File: config.mk
export PLATFORM = sky130hd
export DESIGN_NAME = gen_meas_flat
export DESIGN_NICKNAME = d
export VERILOG_FILES = /design/src/rtl/gen_meas_pkg.sv /design/src/rtl/gen_meas_if.sv /design/src/rtl/gen_meas_zc_detect.sv /design/src/rtl/gen_meas.sv /design/src/flat_wrapper.sv
export SDC_FILE = /design/constraint.sdc
export NUM_CORES = 1
export LEC_CHECK = 0
export ABC_AREA = 1
export CAP_MARGIN = 20
export CORE_ASPECT_RATIO = 0.5
export CORE_MARGIN = 1
export CORE_UTILIZATION = 35
export CTS_BUF_LIST = sky130_fd_sc_hd__clkbuf_8
export DETAILED_ROUTE_END_ITERATION = 6
export PLACE_DENSITY_LB_ADDON = 0.08
export SETUP_SLACK_MARGIN = 0.05
export SYNTH_ARGS = -nofsm -noshare
export SYNTH_HDL_FRONTEND = slang
export SYNTH_SLANG_ARGS = --single-unit
File: constraint.sdc
create_clock -name adc_clk -period 4.55 [get_ports adc_clk]
set_input_delay 1.1375 -clock adc_clk [delete_from_list [all_inputs] [get_ports adc_clk]]
set_output_delay 1.1375 -clock adc_clk [all_outputs]
set_load 0.005 [all_outputs]
File: src/rtl/gen_meas_pkg.sv
// gen_meas_pkg: shared definitions for the gen_meas tone-measurement block.
//   - FSM state encoding
//   - readback select codes
//   - sample width and signed sample limits
package gen_meas_pkg;

    localparam int SAMP_W = 18;

    localparam logic signed [SAMP_W-1:0] SAMP_MAX = 18'sh1FFFF;  //  131071
    localparam logic signed [SAMP_W-1:0] SAMP_MIN = 18'sh20000;  // -131072

    typedef enum logic [1:0] {
        ST_IDLE = 2'd0,
        ST_RUN  = 2'd1,
        ST_DONE = 2'd2
    } state_t;

    localparam logic [1:0] SEL_MAX  = 2'd0;
    localparam logic [1:0] SEL_MIN  = 2'd1;
    localparam logic [1:0] SEL_ZC   = 2'd2;
    localparam logic [1:0] SEL_STAT = 2'd3;

endpackage

File: src/rtl/gen_meas_if.sv
// gen_meas_if: sample stream, CPU config strobes and readback of gen_meas.
//   master : test generator / CPU side (drives samples, strobes, rd_sel)
//   slave  : gen_meas side (drives busy, done, rd_data)
interface gen_meas_if;
    import gen_meas_pkg::*;

    logic signed [SAMP_W-1:0] in_data;
    logic                     in_valid;
    logic [31:0]              cfg_data;
    logic                     set_window;
    logic                     set_hyst;
    logic                     start;
    logic [1:0]               rd_sel;
    logic                     busy;
    logic                     done;
    logic [31:0]              rd_data;

    modport master (
        output in_data, in_valid, cfg_data, set_window, set_hyst, start, rd_sel,
        input  busy, done, rd_data
    );

    modport slave (
        input  in_data, in_valid, cfg_data, set_window, set_hyst, start, rd_sel,
        output busy, done, rd_data
    );

endinterface

File: src/rtl/gen_meas_zc_detect.sv
// zc_detect: positive-going zero-crossing detector for gen_meas.
// Build option GEN_MEAS_HYST_EN selects the hysteresis detector (arm below
// -hyst, count at or above +hyst); otherwise a plain sign-change detector.
// Ports:
//   adc_clk, adc_rst_n : clock, async active-low reset
//   i_sample, i_valid  : sample stream (only valid samples advance state)
//   i_clear            : forget history; wins over i_valid
//   i_hyst             : unsigned hysteresis (GEN_MEAS_HYST_EN builds only)
//   o_cross            : combinational, high on the valid sample that crosses
module zc_detect
    import gen_meas_pkg::*;
(
    input  logic                     adc_clk,
    input  logic                     adc_rst_n,
    input  logic signed [SAMP_W-1:0] i_sample,
    input  logic                     i_valid,
    input  logic                     i_clear,
`ifdef GEN_MEAS_HYST_EN
    input  logic [16:0]              i_hyst,
`endif
    output logic                     o_cross
);

`ifdef GEN_MEAS_HYST_EN
    // One extra bit so -hyst and +hyst both fit alongside any sample.
    logic signed [SAMP_W:0] w_samp;
    logic signed [SAMP_W:0] w_hyst_p;
    logic signed [SAMP_W:0] w_hyst_n;
    logic                   r_armed;

    assign w_samp   = {i_sample[SAMP_W-1], i_sample};
    assign w_hyst_p = $signed({2'b00, i_hyst});
    assign w_hyst_n = -w_hyst_p;
    assign o_cross  = i_valid && !i_clear && r_armed && (w_samp >= w_hyst_p);

    always_ff @(posedge adc_clk or negedge adc_rst_n) begin
        if (!adc_rst_n) begin
            r_armed <= 1'b0;
        end else if (i_clear) begin
            r_armed <= 1'b0;
        end else if (i_valid) begin
            if (o_cross)
                r_armed <= 1'b0;
            else if (w_samp < w_hyst_n)
                r_armed <= 1'b1;
        end
    end
`else
    logic r_have_prev;
    logic r_prev_neg;

    assign o_cross = i_valid && !i_clear && r_have_prev && r_prev_neg && !i_sample[SAMP_W-1];

    always_ff @(posedge adc_clk or negedge adc_rst_n) begin
        if (!adc_rst_n) begin
            r_have_prev <= 1'b0;
            r_prev_neg  <= 1'b0;
        end else if (i_clear) begin
            r_have_prev <= 1'b0;
            r_prev_neg  <= 1'b0;
        end else if (i_valid) begin
            r_have_prev <= 1'b1;
            r_prev_neg  <= i_sample[SAMP_W-1];
        end
    end
`endif

endmodule

File: src/rtl/gen_meas.sv
// gen_meas: measures peak max/min and positive zero crossings of the test
// generator sample stream over a CPU-programmed window of valid samples.
// Build option GEN_MEAS_HYST_EN enables the hyst register and hysteresis
// zero-crossing detection.
// Ports:
//   adc_clk, adc_rst_n : sample clock, async active-low reset
//   bus (slave)        : samples, cfg strobes, start, rd_sel / busy, done, rd_data
//
// state   | meaning
// IDLE    | waiting for start with a nonzero window length
// RUN     | accumulating peaks, crossings and sample count
// DONE    | publish live results to shadows, pulse done
module gen_meas
    import gen_meas_pkg::*;
#(
    parameter int WIN_W = 24,
    parameter int ZC_W  = 16
) (
    input  logic       adc_clk,
    input  logic       adc_rst_n,
    gen_meas_if.slave  bus
);

    state_t                   r_state;
    logic [WIN_W-1:0]         r_window_len;
    logic [WIN_W-1:0]         r_win_cap;
    logic [WIN_W-1:0]         r_cnt;
    logic signed [SAMP_W-1:0] r_max;
    logic signed [SAMP_W-1:0] r_min;
    logic [ZC_W-1:0]          r_zc;
    logic signed [SAMP_W-1:0] r_max_sh;
    logic signed [SAMP_W-1:0] r_min_sh;
    logic [ZC_W-1:0]          r_zc_sh;
    logic                     r_busy;
    logic                     r_done;
    logic [31:0]              r_rd_data;

    logic w_go;
    logic w_samp_valid;
    logic w_last;
    logic w_cross;
    logic w_unused;

    // A start with a zero window is ignored in every state.
    assign w_go         = bus.start && (r_window_len != '0);
    assign w_samp_valid = (r_state == ST_RUN) && bus.in_valid && !w_go;
    assign w_last       = (r_cnt == r_win_cap - 1'b1);

`ifdef GEN_MEAS_HYST_EN
    logic [16:0] r_hyst;

    always_ff @(posedge adc_clk or negedge adc_rst_n) begin
        if (!adc_rst_n)
            r_hyst <= '0;
        else if (bus.set_hyst)
            r_hyst <= bus.cfg_data[16:0];
    end

    assign w_unused = &{1'b0, bus.cfg_data};
`else
    assign w_unused = &{1'b0, bus.cfg_data, bus.set_hyst};
`endif

    zc_detect u_zc (
        .adc_clk   (adc_clk),
        .adc_rst_n (adc_rst_n),
        .i_sample  (bus.in_data),
        .i_valid   (w_samp_valid),
        .i_clear   (w_go),
`ifdef GEN_MEAS_HYST_EN
        .i_hyst    (r_hyst),
`endif
        .o_cross   (w_cross)
    );

    always_ff @(posedge adc_clk or negedge adc_rst_n) begin
        if (!adc_rst_n) begin
            r_state      <= ST_IDLE;
            r_window_len <= '0;
            r_win_cap    <= '0;
            r_cnt        <= '0;
            r_max        <= SAMP_MIN;
            r_min        <= SAMP_MAX;
            r_zc         <= '0;
            r_max_sh     <= '0;
            r_min_sh     <= '0;
            r_zc_sh      <= '0;
            r_busy       <= 1'b0;
            r_done       <= 1'b0;
        end else begin
            r_done <= 1'b0;

            if (bus.set_window)
                r_window_len <= bus.cfg_data[WIN_W-1:0];

            case (r_state)
                ST_IDLE: begin
                    if (w_go) begin
                        r_state <= ST_RUN;
                        r_busy  <= 1'b1;
                    end
                end
                ST_RUN: begin
                    // A restart on the final sample discards the window.
                    if (!w_go && bus.in_valid && w_last)
                        r_state <= ST_DONE;
                end
                ST_DONE: begin
                    r_max_sh <= r_max;
                    r_min_sh <= r_min;
                    r_zc_sh  <= r_zc;
                    r_done   <= 1'b1;
                    if (w_go) begin
                        r_state <= ST_RUN;
                        r_busy  <= 1'b1;
                    end else begin
                        r_state <= ST_IDLE;
                        r_busy  <= 1'b0;
                    end
                end
                default: begin
                    r_state <= ST_IDLE;
                    r_busy  <= 1'b0;
                end
            endcase

            if (w_go) begin
                r_win_cap <= r_window_len;
                r_cnt     <= '0;
                r_max     <= SAMP_MIN;
                r_min     <= SAMP_MAX;
                r_zc      <= '0;
            end else if (w_samp_valid) begin
                r_cnt <= r_cnt + 1'b1;
                if (bus.in_data > r_max)
                    r_max <= bus.in_data;
                if (bus.in_data < r_min)
                    r_min <= bus.in_data;
                if (w_cross && (r_zc != {ZC_W{1'b1}}))
                    r_zc <= r_zc + 1'b1;
            end
        end
    end

    always_ff @(posedge adc_clk or negedge adc_rst_n) begin
        if (!adc_rst_n) begin
            r_rd_data <= '0;
        end else begin
            case (bus.rd_sel)
                SEL_MAX:  r_rd_data <= {{(32-SAMP_W){r_max_sh[SAMP_W-1]}}, r_max_sh};
                SEL_MIN:  r_rd_data <= {{(32-SAMP_W){r_min_sh[SAMP_W-1]}}, r_min_sh};
                SEL_ZC:   r_rd_data <= 32'(r_zc_sh);
                default:  r_rd_data <= {r_busy, 7'b0, 24'(r_window_len)};
            endcase
        end
    end

    assign bus.busy    = r_busy;
    assign bus.done    = r_done;
    assign bus.rd_data = r_rd_data;

endmodule
File: src/flat_wrapper.sv
// flat-port wrapper written by rule: the top's interface ports become plain ports
module gen_meas_flat import gen_meas_pkg::*;
#(
    parameter int WIN_W = 24,
    parameter int ZC_W  = 16
)
  (adc_clk, adc_rst_n, bus_in_data, bus_in_valid, bus_cfg_data, bus_set_window, bus_set_hyst, bus_start, bus_rd_sel, bus_busy, bus_done, bus_rd_data);
  gen_meas_if bus_i ();
  input  logic adc_clk;
  input  logic adc_rst_n;
  input wire logic [$bits(bus_i.in_data)-1:0] bus_in_data;
  input wire logic [$bits(bus_i.in_valid)-1:0] bus_in_valid;
  input wire logic [$bits(bus_i.cfg_data)-1:0] bus_cfg_data;
  input wire logic [$bits(bus_i.set_window)-1:0] bus_set_window;
  input wire logic [$bits(bus_i.set_hyst)-1:0] bus_set_hyst;
  input wire logic [$bits(bus_i.start)-1:0] bus_start;
  input wire logic [$bits(bus_i.rd_sel)-1:0] bus_rd_sel;
  output wire logic [$bits(bus_i.busy)-1:0] bus_busy;
  output wire logic [$bits(bus_i.done)-1:0] bus_done;
  output wire logic [$bits(bus_i.rd_data)-1:0] bus_rd_data;
  assign bus_i.in_data = bus_in_data;
  assign bus_i.in_valid = bus_in_valid;
  assign bus_i.cfg_data = bus_cfg_data;
  assign bus_i.set_window = bus_set_window;
  assign bus_i.set_hyst = bus_set_hyst;
  assign bus_i.start = bus_start;
  assign bus_i.rd_sel = bus_rd_sel;
  assign bus_busy = bus_i.busy;
  assign bus_done = bus_i.done;
  assign bus_rd_data = bus_i.rd_data;
  gen_meas #(.WIN_W(WIN_W), .ZC_W(ZC_W)) u_core (.adc_clk(adc_clk), .adc_rst_n(adc_rst_n), .bus(bus_i));
endmodule
==> results of run 1 <==
## registers in the layout, summed over array words and instances, names as in the netlist
name / flops
u_core.bus.done: 1
u_core.r_win_cap: 24
u_core.u_zc.r_have_prev: 1
u_core.r_max_sh: 18
u_core.bus.busy: 1
u_core.r_zc_sh: 16
u_core.r_min_sh: 18
u_core.r_window_len: 24
u_core.r_state: 2
u_core.bus.rd_data: 26
u_core.r_min: 18
u_core.r_cnt: 24
u_core.u_zc.r_prev_neg: 1
u_core.r_max: 18
u_core.r_zc: 16
## synth_stat cells (2+ instances only)
| library cell | number |
|---|---|
| a21oi_1 | 40 |
| xor2_1 | 14 |
| o21ai_1 | 3 |
| nor3_2 | 3 |
| nand2_4 | 2 |
| o21ai_0 | 141 |
| nand4_2 | 2 |
| nor4_1 | 3 |
| nor2_4 | 6 |
| nor2_1 | 89 |
| ha_1 | 38 |
| o211a_1 | 3 |
| inv_2 | 9 |
| or2_0 | 3 |
| xnor2_1 | 9 |
| nand2_2 | 7 |
| buf_2 | 12 |
| buf_4 | 8 |
| or2_2 | 13 |
| o21bai_1 | 3 |
| nand3b_1 | 5 |
| inv_4 | 2 |
| a22o_1 | 8 |
| o2111ai_1 | 8 |
| nand3_2 | 2 |
| inv_1 | 146 |
| nand4_1 | 25 |
| o31ai_1 | 5 |
| nor3b_1 | 2 |
| clkbuf_1 | 27 |
| nand2_1 | 367 |
| nor3_1 | 17 |
| o21a_1 | 2 |
| dfrtp_1 | 190 |
| nor2_2 | 10 |
| nand3_1 | 103 |
| dfstp_2 | 18 |
## per-stage QoR
stage / cells / area (sq um) / total power (W)
after floorplan: 1350 / 10800 / 0.00254
final: 1853 / 12700 / 0.00445
after CTS: 1853 / 12700 / 0.00452
after global placement: 1793 / 12000 / 0.00282
after detailed placement: 1793 / 12000 / 0.00284
after global routing: 1853 / 12700 / 0.00471
## power by group through the flow
stage,Clock [W],Combinational (W),Sequential [W]
CTS,0.00172,0.000743,0.00206
finish,0.00166,0.000731,0.00206
detailed placement,0,0.000740,0.00210
global placement,0,0.000727,0.00210
global route,0.00179,0.000840,0.00208
floorplan,0,0.000458,0.00208
## worst max-delay path: cells and delay by family
family | cells | cell delay (ns)
compound gates | 3 | 0.54
fa+ha+maj | 1 | 0.35
buf+inv | 1 | 0.49
simple gates | 6 | 1.00
## worst min path at each step
stage          slack (ns)  cells past startpoint          endpoint        startpoint
2_1_floorplan        0.44                      2  u_core.r_min[17]  u_core.r_min[17]
3_3_place_gp         0.45                      2   u_core.r_min[8]   u_core.r_min[8]
3_5_place_dp         0.45                      2   u_core.r_min[0]   u_core.r_min[0]
4_1_cts              0.46                      2   u_core.r_min[0]   u_core.r_min[0]
5_1_grt              0.48                      2  u_core.r_min[15]  u_core.r_min[15]
6_report             0.46                      2   u_core.r_min[0]   u_core.r_min[0]
## metal layers
metal | routed length, um | global-route usage [%] | up-vias
met2 | 13400 | 30.6 | 165
li1 | - | - | 4555
met4 | 612 | 5.42 | 0
met3 | 1290 | 3.57 | 43
met5 | 0 | 0 | -
met1 | 15200 | 28.5 | 4310
## layout by cell type (no fill, tap or decap), types with 9 or more instances in the layout
master             n
nand2_1          366
dfrtp_1          190
inv_1            158
o21ai_0          141
nand3_1          103
nor2_1            89
clkdlybuf4s50_1   81
clkbuf_8          45
a21oi_1           40
ha_1              38
nand4_1           25
dfstp_2           18
nor3_1            17
xor2_1            14
or2_2             13
nor2_2            10
inv_2              9
xnor2_1            9
buf_4              9
## cell families (layout without fill, tap and decap cells)
kind of cell    Yosys count  after routing
buf+inv                 205            309
xor+xnor                 23             23
simple gates            661            661
fa+ha+maj                38             38
compound gates          215            215
flops                   208            208
## area by class of cell
cell class | instances | area [sq um]
Sequential cell | 208 | 5230
Clock buffer | 44 | 606
Fill cell | 3103 | 17700
Multi-Input combinational cell | 937 | 4800
Clock inverter | 16 | 67.6
Timing Repair Buffer | 92 | 912
Tap cell | 399 | 499
Inverter | 157 | 594
==> results.txt, run 1 <==
- The detailed router finished its first iteration with roughly 630 violations.
* N_diodes: 0
* Clock tree from TritonCTS: yes
- Net switching power of the design: roughly 0.0013 W
- Number of remaining DRC errors: 0
- The min-delay analysis places its worst path in the category reg2reg.
- Worst-path cell chain: clkdlybuf4s50_1 -> ha_1 -> a21oi_1 -> o21ai_0 -> a21oi_1 -> or2_1 -> nand2_1 -> nand2_1 -> nand3_2 -> nand3_1 -> nand2_1
* Clock Latency Late Sink: around 0.54 ns
* Standard cell with the maximum stage delay on the critical path: clkdlybuf4s50_1
- Adder-cell area share of the yosys netlist: under 10%
- The average instance in the mapped netlist occupies 8.03 sq um.
* Share of power burned in combinational logic: between 10% and 20%
- Total global routing track utilization: between 10% and 20%
- Startpoint types: input pin
- The final count of hold timing violations was 0.
* Initial Utilization: ~36%
- Chip Width: 251 um
* Final setup fails: 0
- Summing the areas of all xor and xnor instances in the mapped netlist gives 1.86% of the synthesized area.
- Pwr dens: 350 nW/um^2
* Reg-to-reg endpoint: u_core.r_min[2]
- The synthesized netlist occupies a cell area of about 11000 sq um.
- STA puts the critical path data arrival time at between 3 and 4 ns.
- Cell internal power was estimated by the tool at around 0.0031 W.
- Launching point of the worst reg2reg path: u_core.r_window_len[16]
- Number of instances in the synthesized netlist: 1350
- The first detailed-routing pass ran for 5 iterations.
- Counting stages on the worst path, the most repeated cell is nand2_1.
* Share of final-layout standard cells stronger than drive strength 1: 9.28%
* Post-Syn Nets: 1446
* Proportion of total power due to net switching: 30.2%
- At the pin with the least slew margin, the transition time is approximately 0.98 ns.
- Post-Route WL: slightly above 30 mm
- For this design, the sink count on the clock tree is between 200 and 250.
- Buffer type at the clock tree root: clkbuf_8
* Share of the cycle needed by the critical path after routing: between 60% and 70%
* Shortest clock period the worst path allows after layout: 3.09 ns
- The number of cells on the worst reg-to-reg path is 11.
* Number of instances resized during post-cts repair: 0
- Portion of synthesized cell area occupied by the leading cell type: 43.9%
- Clock slew at the register clock pins of the worst setup and hold paths: ~0.07 ns
- CTS built an H-tree with a depth of 2.
- Area of the die: ~32000 sq um
- In this run the static leakage power is 6.02 nW.
* Post-synthesis async set-or-reset flop share: between 90% and 100%
- Initial antenna violation count: 1
- Wirelength per Cell: about 16 um
* Register-to-register setup slack: roughly 1.9 ns
- During synthesis, Yosys emitted a total of 0 warnings.
- Total of buffers placed on input and output ports: 82
- The count of nets left with antenna violations once routing finished came out at 0.
* Final Max Slew Viols: 0
- Setup repair after global routing left no endpoint under its margin.
* Layout area overhead: 17.2%
- Counting flops and latches in the post-synthesis netlist gives between 200 and 250.
- Number of buffers added for setup after CTS: 0
- Compound-cell area share of the yosys netlist: 10.9%
* Sequential element share of the synthesized area: around 48%
- Clock share of power: a little under two fifths
- Hold timing on the final database bottoms out at a slack of 0.462 ns.
* CTS Hold Buffers Added: 0
- Once routing completed, OpenROAD measured the worst setup slack at ~1.5 ns.
* EDFF count, synth: 0
- Top fanout value on the critical path: 19
- Normalized max-slew margin: between 30% and 40%
- Worst vdd rail ir drop: about 0.14 mV
* Routed via count divided by cell count: between 4 and 5
- The die is approximately 130 um tall.
- The first global-routing pass estimated approximately 49 mm of wire.
- Sorting the synthesized cells by area gives the leading types as dfrtp_1 (44%), nand2_1 (13%), o21ai_0 (6.5%).
* Fmax: between 300 and 400 MHz
- After legalization and detailed placement, the total HPWL measured 22.2 mm.
- At the worst endpoint, the required time is between 4 and 5 ns.
- The most critical setup path has its startpoint at bus_in_data[9].
- At the end of routability-driven placement, the weighted congestion stood at approximately 0.85.
- After synthesis, the largest family of logic cells by area is simple AND/OR/NAND/NOR gates.
- On the worst path, the slowest cell contributes a delay of 0.49 ns.
- STA classifies the critical path endpoint as a register.
* Category of the most critical setup path: in2reg
- For this design the top-level I/O count stands at 92.
- Most instantiated flip-flop cell in the synthesis netlist: dfrtp_1
* Number of violations of the max-capacitance limit: 0
- The core region is between 30000 and 40000 sq um.
- Max Clock Skew: between 0.02 and 0.03 ns
- The netlist uses 42 different library cells.
- Number of rows in the core area: 45
- Total via count in the routed design: between 9000 and 10000
- In the final design database the tool counted between 1500 and 2000 nets.
* Run status: complete, no violations
* Maximum number of pins on one net before global-route repair: between 100 and 150
- Before CTS, the worst setup slack after placement is around 0.9 ns.
- The number of clock buffers added by TritonCTS is 34.
- Number of global-route vias before repair: between 8000 and 9000
- Utilization of the core after routing: 41.8%
* Maximum clock insertion buffer count: 3
- After global routing the overflow that remains totals 0.
* Final-layout setup total negative slack: 0 ns
- Per report_power, the sequential group accounts for 46.4% of the total.
* End point of the critical path: u_core.r_max[6]
- Summing the areas of all and, or, nand and nor instances in the mapped netlist gives between 20% and 30% of the synthesized area.
- The portion of synthesized area spent on multiplexers is 0%.
- Summed over all instances, the cell type with the most area after synthesis is dfrtp_1.
No activity file was read; power rests on OpenSTA's default activity.
==> inputs of run 2 (changes only) <==
==> constraint.sdc (replaced) <==
create_clock -name adc_clk -period 2.7 [get_ports adc_clk]
set_input_delay 0.675 -clock adc_clk [delete_from_list [all_inputs] [get_ports adc_clk]]
set_output_delay 0.675 -clock adc_clk [all_outputs]
set_load 0.005 [all_outputs]
==> results.txt, run 2 (synthesized netlist as in run 1, its figures left out) <==
* Run status: complete, no violations
* Crit path required time: 3.18 ns (-1.79 ns)
- Layout net count: 1558 (+2.1%)
- Share of final-layout standard cells stronger than drive strength 1: 11.0% (+1.7 points)
* Pwr dens: 574 nW/um^2 (+64%)
- Initial Utilization: 35.7% (unchanged)
* Most common library cell in the layout ignoring fill and taps: nand2_1
- The setup violation total in the final timing report came to 0 (unchanged).
- In the layout the commonest cells are nand2_1 (366), dfrtp_1 (190), inv_1 (161).
* Clock Latency Late Sink: 0.56 ns (+0.02 ns)
- Deepest level of the CTS H-tree: 2 (unchanged)
- Total of buffers placed on input and output ports: 82 (unchanged)
- Traced cell by cell, the critical path runs through clkdlybuf4s50_1 -> ha_1 -> a21oi_1 -> o21ai_0 -> nand2_1 -> nand3_1 -> a21oi_1 -> nand2_1 -> nand2_1 -> inv_1 -> nor2_4 -> buf_12 -> nand3_1 -> nand2_1.
- The total track usage is 19.9% (+0.11 points).
- Relative to the synthesized area, the layout overhead comes to 19.6%.
- Chip Width: 251 um (unchanged)
- Fmax: ~430 MHz
- The final count of hold timing violations came to 0 (unchanged).
- The largest net degree at the start of global routing came to 101 (unchanged).
- The static leakage was 6.17 nW (+2.6%).
* R2R depth: 11 (unchanged)
- Among the stages of the critical path, the cell type that occurs most often is nand2_1.
- The die footprint was 31700 sq um (unchanged).
- Critical path capture point type: register
- The overflow left after global routing is 0 (unchanged).
- The slew at the pin with the worst max-slew slack is 0.847 ns (-0.129 ns).
- Initial antenna violation count: 1 (unchanged)
- Top fanout value on the critical path: 14 (-5)
* Pre-CTS setup slack: -0.211 ns (-1.13 ns)
* Routed via count divided by cell count: 4.90 (+0.18%)
- The slowest stage of the critical path belongs to the cell clkdlybuf4s50_1.
- Setup repair after global routing missed its margin: false
- The count of placed standard cells in the final layout, fillers left out was 1884 (+1.7%).
* N_diodes: 0 (unchanged)
- Min setup slack post-route: 0.370 ns (-1.09 ns)
- Maximum clock insertion buffer count: 3 (unchanged)
- Global-route wire length before repair: 49.3 mm (about the same)
* Share of the cycle needed by the critical path after routing: a little under nine tenths
* Starting DRC count in detailed routing: 555 (-12%)
- The peak ir drop on the vdd network is 0.250 mV (+76%).
* Buffer type at the clock tree root: clkbuf_8
- The placeable core area was 30400 sq um (unchanged).
- The routability-driven placement congestion ratio came to 0.843 (-1.1%).
* Max Clock Skew: 0.0272 ns (-0.000260 ns)
- Family of cells with the greatest summed delay on the critical path: buffers and inverters
- Wirelength per Cell: 16.3 um (-1.2%)
- CTS Hold Buffers Added: 0 (unchanged)
* Overall power of the completed layout: 0.00744 W (+67%)
- The final core utilization was 42.6% (+0.84 points).
* Number of global-route vias before repair: 8929 (-0.12%)
* Final Max Slew Viols: 0 (unchanged)
- The final hold slack came to 0.0765 ns (-0.385 ns).
* Kind of path behind the tightest hold check: in2async
- The post-CTS setup-driven buffer insertion count came to 0 (unchanged).
- The number of nets with antenna violations after detailed routing came to 0 (unchanged).
- Final HPWL DP: 22.7 mm (+2.4%)
- The critical path buffer and inverter count is 3 (+2).
- The CTS buffer count is 35 (+2.9%).
* Dpl cells: 1824 (+1.7%)
* Number of rows in the core area: 45 (unchanged)
- Number of iterations in the first detailed-routing pass: 6 (+1)
- Number of remaining DRC errors: 0 (unchanged)
* Arrival time of data at the critical path endpoint: 2.81 ns (-0.71 ns)
* Height of the chip: 126 um (unchanged)
- The total via count in the routed design came to 9241 (+1.9%).
- Number of primary I/O pins: 92 (unchanged)
- The critical path's largest stage delay came to 0.52 ns (+0.03 ns).
* Startpoint types: input pin
* Category of the most critical setup path: in2reg
* Clock tree from TritonCTS: yes
- Crit path depth: 14 (+3)
- The clock transition at the register clock pins on the worst setup and hold paths after CTS is 0.06 ns (about the same).
- The clock sink count came to 208 (unchanged).
- The routed design could run at a clock period as short as approximately 2.3 ns.
* Number of flip-flops in the largest register: 26 (unchanged)
- Number of violations of the max-capacitance limit: 0 (unchanged)
* Normalized max-slew margin: 43.6% (+8.8 points)
* Post-Route WL: 30.7 mm (+0.49%)
- Number of instances resized during post-cts repair: 0 (unchanged)
-- run 2: cell count changes in the layout (fill, tap and decap cells not counted), sizes merged --
cell and delta:
inv +4, clkbuf -5, clkinvlp +1, buf +31
-- run 2: worst paths after layout --
check,end,slack [ns],start
max,u_core.r_max[0],0.37,bus_in_data[11]
min,u_core.r_cnt[21],0.08,adc_rst_n
max reg2reg,u_core.r_min[13],0.42,u_core.r_window_len[6]
min reg2reg,u_core.r_min[9],0.46,u_core.r_min[9]
max in group asynchronous,u_core.r_min[15],1.79,adc_rst_n
min in group adc_clk,u_core.r_min[9],0.46,u_core.r_min[9]
-- run 2: power breakdown --
part	internal, W	total (W)	switching [W]
registers	0.00335	0.00348	0.000125
clock network	0.00133	0.00267	0.00134
logic	0.000497	0.00130	0.000801
-- run 2: through the flow --
stage,area (sq um),TNS (ns)
finish,13000,0
global route,13000,0
CTS,13000,0
detailed placement,12300,-5.90
global placement,12300,-4.97
floorplan,10800,0
-- run 2: layer usage --
layer  up-vias  share of wire, %  track usage (%)
met5         -                 0                0
met4         0               1.5             4.70
met3        43               3.8             3.18
met2       147                45             31.9
met1      4422                50             28.3
li1       4629                 -                -
-- run 2: layout make-up --
| type | instances | area (sq um) |
|---|---|---|
| timing repair buffer | 123 | 1210 |
| clock inverter | 21 | 95.1 |
| clock buffer | 39 | 537 |
| inverter | 157 | 594 |
| sequential | 208 | 5230 |
| multi-input combinational | 937 | 4800 |
| tap | 399 | 499 |
| fill | 3100 | 17400 |
-- run 2: worst reg2reg max path: cells and delay by family (launching register included) --
kind,cells,cell delay [ns]
simple gates,7,1.29
buf+inv,4,0.59
flops,1,0.36
==> inputs of run 3 (changes only) <==
--- a/config.mk
+++ b/config.mk
@@ -7,9 +7,11 @@
 export LEC_CHECK = 0
 export ABC_AREA = 1
 export CAP_MARGIN = 20
+export CELL_PAD_IN_SITES_DETAIL_PLACEMENT = 0
+export CELL_PAD_IN_SITES_GLOBAL_PLACEMENT = 2
 export CORE_ASPECT_RATIO = 0.5
 export CORE_MARGIN = 1
-export CORE_UTILIZATION = 35
+export CORE_UTILIZATION = 33
 export CTS_BUF_LIST = sky130_fd_sc_hd__clkbuf_8
 export DETAILED_ROUTE_END_ITERATION = 6
 export PLACE_DENSITY_LB_ADDON = 0.08
==> results.txt, run 3 (synthesized netlist as in run 1, its figures left out) <==
- The number of antenna violations at the first check in global routing came to 2 (+1).
- The maximum operating frequency was 421 MHz (-1.9%).
* Family of cells with the greatest summed delay on the critical path: simple AND/OR/NAND/NOR gates
- Deepest level of the CTS H-tree: 2 (unchanged)
* Maximum number of pins on one net before global-route repair: 101 (unchanged)
* Critical path capture point type: register
* Buffer type at the clock tree root: clkbuf_8
- Crit-path max cell delay: 0.52 ns (about the same)
- The total track usage came to 19.9% (-0.026 points).
- The worst setup path is launched from an input pin.
- The worst endpoint required time is 3.18 ns (about the same).
* Max Clock Skew: 0.0215 ns (-0.00571 ns)
* Net switching power of the design: 0.00229 W (+1.2%)
* Worst Setup SP: bus_in_data[9]
- The critical path buffer and inverter count came to 3 (unchanged).
- The routability-driven placement congestion ratio is 0.835 (-0.96%).
- Setup repair after global routing left no endpoint under its margin.
- Utilization of the core after routing: 41.2% (-1.4 points)
- The initial cell density of the core is 33.9% (-1.8 points).
- The number of global-route vias before repair is 9180 (+2.8%).
- Final setup fails: 0 (unchanged)
- The relative contribution of combinational cells to total power came to 18.1% (+0.7 points).
- Arrival time of data at the critical path endpoint: 2.86 ns (+0.05 ns)
* Shortest clock period the worst path allows after layout: 2.38 ns (+0.0457 ns)
- The final-report max-slew violation count was 0 (unchanged).
* Most common library cell in the layout ignoring fill and taps: nand2_1
- The cell that appears most often on the critical path is nand2_1.
- The final count of hold timing violations came to 0 (unchanged).
- N_diodes: 0 (unchanged)
- Number of clock sinks seen by CTS: 208 (unchanged)
* Top fanout value on the critical path: 13 (-1)
* Global-route wire length before repair: 51.5 mm (+4.5%)
* Reg-to-reg endpoint: u_core.r_state[0]
- The maximum count of clock buffers along a single path was 3 (unchanged).
- The switching part of the total came to 30.4% (-0.084 points).
- Total of buffers placed on input and output ports: 82 (unchanged)
- Antenna Violating Nets Remaining: 0 (unchanged)
* Number of rows in the core area: 46 (+2.2%)
* Congestion Overflow GR: 0 (unchanged)
- The clock network latency to the later pin of the worst-skew pair is 0.55 ns (about the same).
- The path class of the tightest hold or removal check is in2async.
* Number of violations of the max-capacitance limit: 0 (unchanged)
- The floorplan die height came to 130 um (+2.9%).
- The area growth from synthesis to layout is 21.7%.
- The detailed-route DRC error count came to 0 (unchanged).
- Clock tree from TritonCTS: yes
- The peak ir drop on the vdd network is 0.239 mV (-4.4%).
* Final HPWL DP: 24.6 mm (+8.3%)
- Overall power of the completed layout: 0.00756 W (+1.5%)
* Number of flip-flops in the largest register: 26 (unchanged)
- The count of filler cells inserted in the layout is 3347 (+8.0%).
- The library cells used most frequently in the layout, excluding fill and tap cells, are nand2_1 (366), dfrtp_1 (190), inv_1 (158).
- The number of nets in the layout was 1581 (+1.5%).
- Area inside the core boundary: 32000 sq um (+5.3%)
- The hold buffer count at CTS was 0 (unchanged).
- Crit path depth: 12 (-2)
- Share of final-layout standard cells stronger than drive strength 1: 12.5% (+1.6 points)
- The worst reg-to-reg path cell count came to 13 (+2).
* Final-layout setup total negative slack: 0 ns (unchanged)
- The internal cell power came to 0.00526 W (+1.6%).
- The total via count in the routed design was 9229 (-0.13%).
- Reg power frac: 46.1% (-0.6 points)
- The horizontal extent of the die came to 258 um (+3.0%).
* Number of iterations in the first detailed-routing pass: 5 (-1)
- Clock slew at the register clock pins of the worst setup and hold paths: 0.06 ns (about the same)
* Standard cell with the maximum stage delay on the critical path: clkdlybuf4s50_1
* Wirelength per Cell: 16.7 um (+2.6%)
- Number of buffers created by CTS: 35 (unchanged)
- The clock network fraction of total power came to 35.8% (about the same).
- Register-to-register setup slack: 0.39 ns (-0.03 ns)
- The number of DRC markers in iteration 0 is 491 (-12%).
- Launching point of the worst reg2reg path: u_core.r_win_cap[0]
* Leakage dissipation: 6.29 nW (+1.9%)
- The most critical setup path has its endpoint at u_core.r_min[6].
- Worst-path cell chain: clkdlybuf4s50_1 -> ha_1 -> nand2_1 -> nor2_1 -> buf_4 -> nand4_1 -> nand4_1 -> nand2_1 -> nand2_2 -> buf_4 -> nand3_1 -> nand2_1
* Share of the cycle needed by the critical path after routing: 88.0% (+1.7 points)
- Category of the most critical setup path: in2reg
* Area of the die: 33600 sq um (+6.0%)
* Post-Route WL: 32.4 mm (+5.6%)
- The post-CTS setup-driven buffer insertion count was 0 (unchanged).
* Pwr dens: 573 nW/um^2 (-0.25%)
* Normalized max-slew margin: 45.2% (+1.6 points)
* Number of instances resized during post-cts repair: 0 (unchanged)
* Routed via count divided by cell count: 4.76 (-3.0%)
- Number of primary I/O pins: 92 (unchanged)
- Run status: complete, no violations
* Transition time of the tightest slew-check pin: 0.822 ns (-0.0246 ns)
-- run 3: cell types whose count changed in the layout (fill, tap and decap cells not counted) --
| cell | change |
|---|---|
| nor2_1 | -1 |
| clkinv_2 | +1 |
| buf_4 | +23 |
| nor2_2 | +1 |
| clkinvlp_4 | -1 |
| inv_1 | -3 |
| clkbuf_8 | +2 |
-- run 3: power groups by stage --
stage          sequential, W  clock, W  combinational [W]
2_1_floorplan        0.00350         0           0.000771
3_3_place_gp         0.00354         0            0.00137
3_5_place_dp         0.00354         0            0.00138
4_1_cts              0.00348   0.00281            0.00139
5_1_grt              0.00351   0.00295            0.00157
6_report             0.00348   0.00271            0.00137
-- run 3: final cells by class --
cell class                      count  area, sq um  area share, %
Clock inverter                     18         81.3          0.616
Timing Repair Buffer              146         1380           10.5
Clock buffer                       41          564           4.28
Inverter                          157          594           4.50
Sequential cell                   208         5230           39.6
Tap cell                          432          541           4.10
Multi-Input combinational cell    937         4800           36.4
-- run 3: stage by stage --
step / setup WS [ns] / instances / hold slack, ns / area, sq um
2_1_floorplan: 0.531 / 1350 / 0.379 / 10800
3_3_place_gp: -0.328 / 1880 / 0.451 / 12500
3_5_place_dp: -0.349 / 1880 / 0.454 / 12500
4_1_cts: 0.245 / 1939 / 0.0529 / 13200
5_1_grt: 0.116 / 1939 / 0.0629 / 13200
6_report: 0.324 / 1939 / 0.0770 / 13200
-- run 3: worst register-to-register path: cells and delay by family (launching register included) --
kind / cells / cell delay [ns]
adders and majority gates: 1 / 0.28
buffers and inverters: 1 / 0.08
DFF: 1 / 0.40
and+or+nand+nor: 11 / 1.44
-- run 3: routing by layer --
layer	GRT usage, %	part of all wire, %
met5	0	0
met1	28.3	51
met2	31.6	43
met4	4.77	1.7
met3	3.40	3.9
-- run 3: worst min-delay path by stage --
stage,startpoint,end,slack [ns],depth (start not counted)
after detailed placement,u_core.r_min[16],u_core.r_min[16],0.45,2
after global routing,adc_rst_n,u_core.r_max[10],0.06,1
final,adc_rst_n,u_core.r_max[6],0.08,1
after CTS,adc_rst_n,u_core.r_max[3],0.05,1
after global placement,u_core.r_min[2],u_core.r_min[2],0.45,2
after floorplan,adc_rst_n,u_core.bus.busy,0.38,0
